`src/rtl/ccip_avmm_mmio_rsp_guard.sv`:
```
// -----------------------------------------------------------------------------
// ccip_avmm_mmio_rsp_guard
//
// Sits between the CCI-P MMIO-to-Avalon bridge (s_*) and the AFU's Avalon-MM
// MMIO fabric (m_*). Commands pass through combinationally. Every accepted
// read is tracked so that the number of reads in flight stays bounded. A read
// is answered upstream exactly once, because CCI-P requires every MMIO read to
// be answered.
//
// Optional feature, enabled by defining CCIP_AVMM_MMIO_RSP_TIMEOUT_EN:
//   If the oldest read is not answered within TIMEOUT_CYCLES, a substitute
//   response carrying TIMEOUT_DATA is returned. The late real response is
//   dropped later, which keeps the upstream responses in order.
//   Without the macro, reads wait indefinitely and timeout_count reads 0.
//
// Ports:
//   clk, reset_n          clock, asynchronous active-low reset
//   s_address/s_read/s_write/s_writedata/s_byteenable
//                         upstream command
//   s_waitrequest         stall to upstream (also asserted when too many
//                         reads are outstanding)
//   s_readdata/s_readdatavalid
//                         registered response to upstream
//   m_address/m_read/m_write/m_writedata/m_byteenable
//                         command to fabric
//   m_waitrequest         fabric stall
//   m_readdata/m_readdatavalid
//                         fabric response (in order)
//   timeout_count         saturating count of substitute responses
//   rsp_error             sticky: response seen while nothing was outstanding
// -----------------------------------------------------------------------------
module ccip_avmm_mmio_rsp_guard #(
    parameter int                    DATA_WIDTH     = 64,
    parameter int                    ADDR_WIDTH     = 18,
    parameter int                    MAX_PENDING    = 64,
    parameter int                    TIMEOUT_CYCLES = 4096,
    parameter logic [DATA_WIDTH-1:0] TIMEOUT_DATA   = '1
) (
    input  logic                    clk,
    input  logic                    reset_n,
    input  logic [ADDR_WIDTH-1:0]   s_address,
    input  logic                    s_read,
    input  logic                    s_write,
    input  logic [DATA_WIDTH-1:0]   s_writedata,
    input  logic [DATA_WIDTH/8-1:0] s_byteenable,
    output logic                    s_waitrequest,
    output logic [DATA_WIDTH-1:0]   s_readdata,
    output logic                    s_readdatavalid,
    output logic [ADDR_WIDTH-1:0]   m_address,
    output logic                    m_read,
    output logic                    m_write,
    output logic [DATA_WIDTH-1:0]   m_writedata,
    output logic [DATA_WIDTH/8-1:0] m_byteenable,
    input  logic                    m_waitrequest,
    input  logic [DATA_WIDTH-1:0]   m_readdata,
    input  logic                    m_readdatavalid,
    output logic [15:0]             timeout_count,
    output logic                    rsp_error
);

    localparam int CNT_W = $clog2(MAX_PENDING) + 1;

    logic [CNT_W-1:0]      pend_q, pend_d;
    logic [CNT_W-1:0]      drop;        // reads already answered by a substitute
    logic [CNT_W:0]        inflight;
    logic                  full;
    logic                  accept;
    logic                  rsp_drop, rsp_fwd, rsp_spur;
    logic                  tmo_evt;
    logic                  rdv_q, rdv_d;
    logic [DATA_WIDTH-1:0] rdata_q, rdata_d;
    logic                  err_q, err_d;

    // Command path: zero latency; only reads are gated when the budget is used.
    assign inflight      = {1'b0, pend_q} + {1'b0, drop};
    assign full          = (inflight == (CNT_W+1)'(MAX_PENDING));
    assign m_address     = s_address;
    assign m_writedata   = s_writedata;
    assign m_byteenable  = s_byteenable;
    assign m_read        = s_read & ~full;
    assign m_write       = s_write;
    assign s_waitrequest = m_waitrequest | (s_read & full);
    assign accept        = m_read & ~m_waitrequest;

    // Responses are in order: the oldest ones belong to reads that timed out.
    assign rsp_drop = m_readdatavalid & (drop != '0);
    assign rsp_fwd  = m_readdatavalid & (drop == '0) & (pend_q != '0);
    assign rsp_spur = m_readdatavalid & (drop == '0) & (pend_q == '0);

`ifdef CCIP_AVMM_MMIO_RSP_TIMEOUT_EN
    localparam int TMR_W = $clog2(TIMEOUT_CYCLES);

    logic [TMR_W-1:0] timer_q, timer_d;
    logic [CNT_W-1:0] drop_q, drop_d;
    logic [15:0]      tcnt_q, tcnt_d;

    // A real response in the expiry cycle wins over the substitute.
    assign tmo_evt = ~m_readdatavalid & (pend_q != '0) &
                     (timer_q == TMR_W'(TIMEOUT_CYCLES - 1));
    assign drop          = drop_q;
    assign timeout_count = tcnt_q;

    always_comb begin
        drop_d  = drop_q + CNT_W'(tmo_evt) - CNT_W'(rsp_drop);
        tcnt_d  = (tmo_evt && tcnt_q != 16'hFFFF) ? tcnt_q + 16'd1 : tcnt_q;
        timer_d = timer_q;
        if (pend_q == '0 || rsp_fwd || tmo_evt) begin
            timer_d = '0;
        end else if (timer_q != TMR_W'(TIMEOUT_CYCLES - 1)) begin
            timer_d = timer_q + TMR_W'(1);
        end
        // Otherwise hold at expiry: a dropped late response landed exactly
        // in the expiry cycle, so the substitute goes out on the next one.
    end

    always_ff @(posedge clk or negedge reset_n) begin
        if (!reset_n) begin
            timer_q <= '0;
            drop_q  <= '0;
            tcnt_q  <= '0;
        end else begin
            timer_q <= timer_d;
            drop_q  <= drop_d;
            tcnt_q  <= tcnt_d;
        end
    end
`else
    logic unused_tmo_cfg;

    assign tmo_evt        = 1'b0;
    assign drop           = '0;
    assign timeout_count  = '0;
    // Timeout length is irrelevant when reads wait indefinitely.
    assign unused_tmo_cfg = (TIMEOUT_CYCLES < 4);
`endif

    always_comb begin
        pend_d  = pend_q + CNT_W'(accept) - CNT_W'(rsp_fwd | tmo_evt);
        err_d   = err_q | rsp_spur;
        rdv_d   = rsp_fwd | tmo_evt;
        rdata_d = rdata_q;
        if (rsp_fwd) begin
            rdata_d = m_readdata;
        end else if (tmo_evt) begin
            rdata_d = TIMEOUT_DATA;
        end
    end

    always_ff @(posedge clk or negedge reset_n) begin
        if (!reset_n) begin
            pend_q  <= '0;
            err_q   <= 1'b0;
            rdv_q   <= 1'b0;
            rdata_q <= '0;
        end else begin
            pend_q  <= pend_d;
            err_q   <= err_d;
            rdv_q   <= rdv_d;
            rdata_q <= rdata_d;
        end
    end

    assign s_readdatavalid = rdv_q;
    assign s_readdata      = rdata_q;
    assign rsp_error       = err_q;

endmodule
```
`config.mk`:
```
export PLATFORM = sky130hd
export DESIGN_NAME = ccip_avmm_mmio_rsp_guard
export DESIGN_NICKNAME = d
export VERILOG_FILES = /design/src/rtl/ccip_avmm_mmio_rsp_guard.sv
export SDC_FILE = /design/constraint.sdc
export NUM_CORES = 1
export LEC_CHECK = 0
export BUFFER_PORTS_ARGS = -buffer_cell sky130_fd_sc_hd__buf_4
export CAP_MARGIN = 25
export CORE_AREA = 2 2 131 133
export CTS_BUF_LIST = sky130_fd_sc_hd__clkbuf_4
export DETAILED_ROUTE_END_ITERATION = 6
export DIE_AREA = 0 0 133 135
export GPL_TIMING_DRIVEN = 0
export PLACE_DENSITY_LB_ADDON = 0.3
export SLEW_MARGIN = 20
export SYNTH_ARGS = -nofsm -noshare
export SYNTH_HDL_FRONTEND = slang
export SYNTH_SLANG_ARGS = --single-unit
export TNS_END_PERCENT = 100
```
`constraint.sdc`:
```
create_clock -name clk -period 3.6 [get_ports clk]
set_input_delay 0.72 -clock clk [delete_from_list [all_inputs] [get_ports clk]]
set_output_delay 0.72 -clock clk [all_outputs]
set_load 0.01 [all_outputs]
```
Word level (Yosys, flattened, before mapping)
Index checks and enable logic that the tools add are counted.
W data, S select, Z words.
{"block": "totals", "in_bits": 160, "out_inout_bits": 175, "reg_bits": 73}
{"block": "op_classes", "reduce_logical": 2, "n_bitwise": 9, "addsub": 2, "eq_ne": 1}
{"operator": "$add A7 B1 Y7", "n": 1}
{"operator": "$eq A7 B7 Y1 const B", "n": 1}
{"operator": "$logic_not A7 Y1", "n": 1}
{"operator": "$reduce_bool A7 Y1", "n": 1}
{"operator": "$sub A7 B1 Y7", "n": 1}
{"operator": "$and A1 B1 Y1", "n": 5}
{"operator": "$not A1 Y1", "n": 2}
{"operator": "$or A1 B1 Y1", "n": 2}

Logic depth before layout (Yosys ltp)
{"block": "depth", "word_depth": 6, "depth_mapped": 17, "depth_no_buf": 15}

Worst setup path after synthesis
Ideal clock, no wire load.
{"block": "synth_timing", "path_kind": "register to register", "startpoint": "reg pend_q[5]", "endpoint": "reg pend_q[6]", "arrival_time_ns": 2.915, "setup_ns": 0.136, "required_ns": 3.464, "synth_period_minus_slack_ns": 3.051, "slack_ns": 0.549, "stages_incl_launch_ff": 18, "cell_sequence": "dfrtp_1 > inv_1 > ha_1 > nor4bb_4 > and2b_1 > nand2b_4 > buf_12 > buf_12 > inv_1 > ha_1 > inv_1 > ha_1 > inv_1 > fa_1 > nor2b_1 > o221ai_1 > a21oi_1 > o211ai_1"}
{"block": "synth_via", "elab_cells_between_ends": 8}
{"item": "start, declared", "line": "63", "text": "logic [CNT_W-1:0] pend_q, pend_d;"}
{"item": "start signal, assigned", "line": "156", "text": "pend_q <= pend_d;"}
{"item": "$reduce_bool A7 Y1", "line": "87", "text": "assign rsp_fwd = m_readdatavalid & (drop == '0) & (pend_q != '0);"}
{"item": "$and A1 B1 Y1", "line": "87"}
{"item": "named net rdv_d", "line": "70", "text": "logic rdv_q, rdv_d;"}
{"item": "$sub A7 B1 Y7", "line": "138", "text": "pend_d = pend_q + CNT_W'(accept) - CNT_W'(rsp_fwd | tmo_evt);"}
{"item": "named net pend_d[6]", "line": "63"}
The timed path passes the listed nets, and every way through them passes these cells.
A chain may end at the register's enable or synchronous reset.

Worst setup path after layout
{"block": "layout_timing", "startpoint": "reg pend_q[2]", "endpoint": "reg pend_q[6]"}
The elaborated chain is that of the path after synthesis.

==> flow_metrics.tcl <==
set metrics [dict create \
    status "finished clean" \
    drt_first_pass_iters 4 \
    worstPathCellList "inv_1, ha_1, nor4bb_4, and2b_2, nand2b_4, buf_12, buf_12, inv_1, ha_1, inv_1, ha_1, inv_1, fa_1, nor2b_2, o221ai_2, a21oi_1, o211ai_1" \
    setup_violations 0 \
    dpl.hpwl_um 9240 \
    synth.distinct_cells 29 \
    switching_share_pct 31.75 \
    cts-root-buf "clkbuf_4" \
    clk_latency_ns 0.43 \
    slew_viol_final 0 \
    cp_max_fo 10 \
    syn_area_per_cell_um2 13.34 \
    cts_buffer_depth 2 \
    coreArea_um2 16410 \
    crit_type "register to register" \
    io-pin-count 335 \
    overflow 0 \
    maxCapViolCount 0 \
    syn_area_um2 4070 \
    ys.flop_type "dfrtp_1" \
    fp.dieArea_um2 17960 \
    fin_ws_ns 0.2642 \
    power.switching_mw 0.8833 \
    period_share_pct 92.66 \
    stdcell_area_um2 6321 \
    wl_per_cell_um 14.46 \
    clockPowerShare_pct 21.8 \
    initial_core_util_pct 24.81 \
    ir_drop_v 0.0001861 \
    nFillCells 1630 \
    crit_path_end_kind "register" \
    wl_um 11360 \
    cp_num_cells 17 \
    fin_util_pct 38.53 \
    cp_top_family "adder cells" \
    via_per_inst 3.817 \
    synth_edf_count 0 \
    arrival_ns 3.66 \
    hold_slack_ns 0.1932 \
    port_buffers 227 \
    htree_num_levels 3 \
    first_global_vias 3171 \
    detail-route-antenna-nets 0 \
    critical-path-max-stage-delay_ns 0.42 \
    antenna_found_initial 1 \
    ys_ff_latch 73 \
    worstHoldPathType "input pin to asynchronous set/reset pin" \
    drcViolationCount 0 \
    cts_tree "yes" \
    rows 47 \
    place.gp.congestion 0.7400 \
    pwr-share-comb_pct 40.3 \
    critPathRequiredTime_ns 3.92 \
    seqPwrFrac_pct 38.0 \
    yosysSeqAreaShare_pct 44.88 \
    dpl_cell_area_um2 6106 \
    multiInputGateArea_um2 1330 \
    clkTransAtPathRegs_ns 0.13 \
    p_leak_nw 3.372 \
    grt_pass1_wl_um 16730 \
    cts.sinks 73 \
    start_kind "register" \
    timing.fmax_mhz 299.8 \
    r2r_cells 17 \
    cts_buffers 9 \
    min_period_ns 3.336 \
    power_density_nw_per_um2 440.1 \
    drt_iter0_drc 39 \
    drive_gt1_share_pct 76.11 \
    num_vias 3000 \
    regArea_um2 1827 \
    cp_num_buf_inv 6 \
    die_y_um 135 \
    area_growth_pct 55.30 \
    die_w_um 133 \
    grt_max_degree 74 \
    cpMaxStageDelayCell "dfrtp_1" \
    layout.nets 730 \
    ys_async_sr_fraction_pct 100.0 \
    hold_violations 0 \
    synth_warnings 0 \
    grt_usage_pct 12.18 \
    pre_cts_slack_ns 0.09074 \
    syn_inst 305 \
    intPower_mw 1.898 \
    cp_common_cell "inv_1" \
    fin_skew_ns 0.01619 \
]
[per-stage QoR]
step | cells | TNS (ns) | total power [mW]
detailed placement | 767 | 0 | 2.179
CTS | 783 | 0 | 2.813
finish | 786 | 0 | 2.782
global placement | 767 | 0 | 2.146
floorplan | 320 | 0 | 1.750
global route | 786 | -0.009934 | 2.969
[routing by layer]
metal	GRT usage, %	routed length [um]
met3	5.706	1324
met1	13.72	4240
met5	0	0
met4	5.137	228
met2	19.92	5570
[logic make-up after synthesis]
family	count (synthesis)	share of synthesized area (%)
and+or+nand+nor	12	2.275
buffers and inverters	127	24.07
xor gates and xnor gates	4	0.8609
muxes	64	22.23
other	1	0.09213
adders and majority gates	10	3.259
DFF	73	44.88
AOI/OAI and AO/OA	14	2.336
[area by class of cell]
class	instances	area share, %
Antenna cell	1	0.03959
Buffer	114	14.73
Clock buffer	10	1.188
Clock inverter	6	1.465
Inverter	13	0.7720
Multi-Input combinational cell	120	21.04
Sequential cell	73	28.90
Tap cell	220	4.355
Timing Repair Buffer	229	27.51
[path summary, 6_finish.rpt]
kind                                   end  startpoint  slack [ns]
max                              pend_q[6]   pend_q[2]        0.26
min                         s_readdata[25]     reset_n        0.19
max reg2reg                      pend_q[6]   pend_q[2]        0.26
min reg2reg                      rsp_error   rsp_error        0.48
max in group asynchronous  s_readdatavalid     reset_n        2.83
min in group clk                 rsp_error   rsp_error        0.48
[registers in the layout, indices dropped and copies added (netlist names)]
signal and flops:
rsp_error 1, s_readdatavalid 1, s_readdata 64, pend_q 7
[cell usage after synthesis, types with 2 or more instances]
cell | n | area, um2
a21o_1 | 2 | 15.01
xnor2_1 | 3 | 26.28
ha_1 | 9 | 112.6
a21oi_1 | 3 | 15.01
buf_12 | 6 | 120.1
buf_4 | 108 | 810.8
mux2_2 | 15 | 168.9
a21boi_0 | 2 | 15.01
dfrtp_1 | 73 | 1827
mux2_4 | 49 | 735.7
nor3_1 | 2 | 10.01
nor2b_1 | 2 | 12.51
o21ai_0 | 2 | 10.01
inv_1 | 13 | 48.80
nor2_1 | 2 | 7.510
[power by group through the flow]
stage | Sequential [mW] | Combinational [mW] | Clock [mW]
finish | 1.06 | 1.12 | 0.605
global route | 1.08 | 1.22 | 0.668
CTS | 1.06 | 1.11 | 0.643
detailed placement | 1.07 | 1.11 | 0
global placement | 1.07 | 1.08 | 0
floorplan | 1.10 | 0.648 | 0
[repair_timing]
item	in CTS	in global routing
gates resized for setup	0	3
hold buffers	0	0
setup buffers	0	1
endpoints found under the hold margin	0	0
setup endpoints to repair	0	2
[layout by cell type, fill, tap and decap left out, types with 3 or more instances in the layout]
cell,instances
a21oi_1,3
buf_12,6
buf_4,336
clkbuf_4,10
conb_1,16
dfrtp_1,73
ha_1,9
inv_1,13
mux2_2,15
mux2_4,49
xnor2_1,3
No activity file was read; power rests on OpenSTA's default activity.
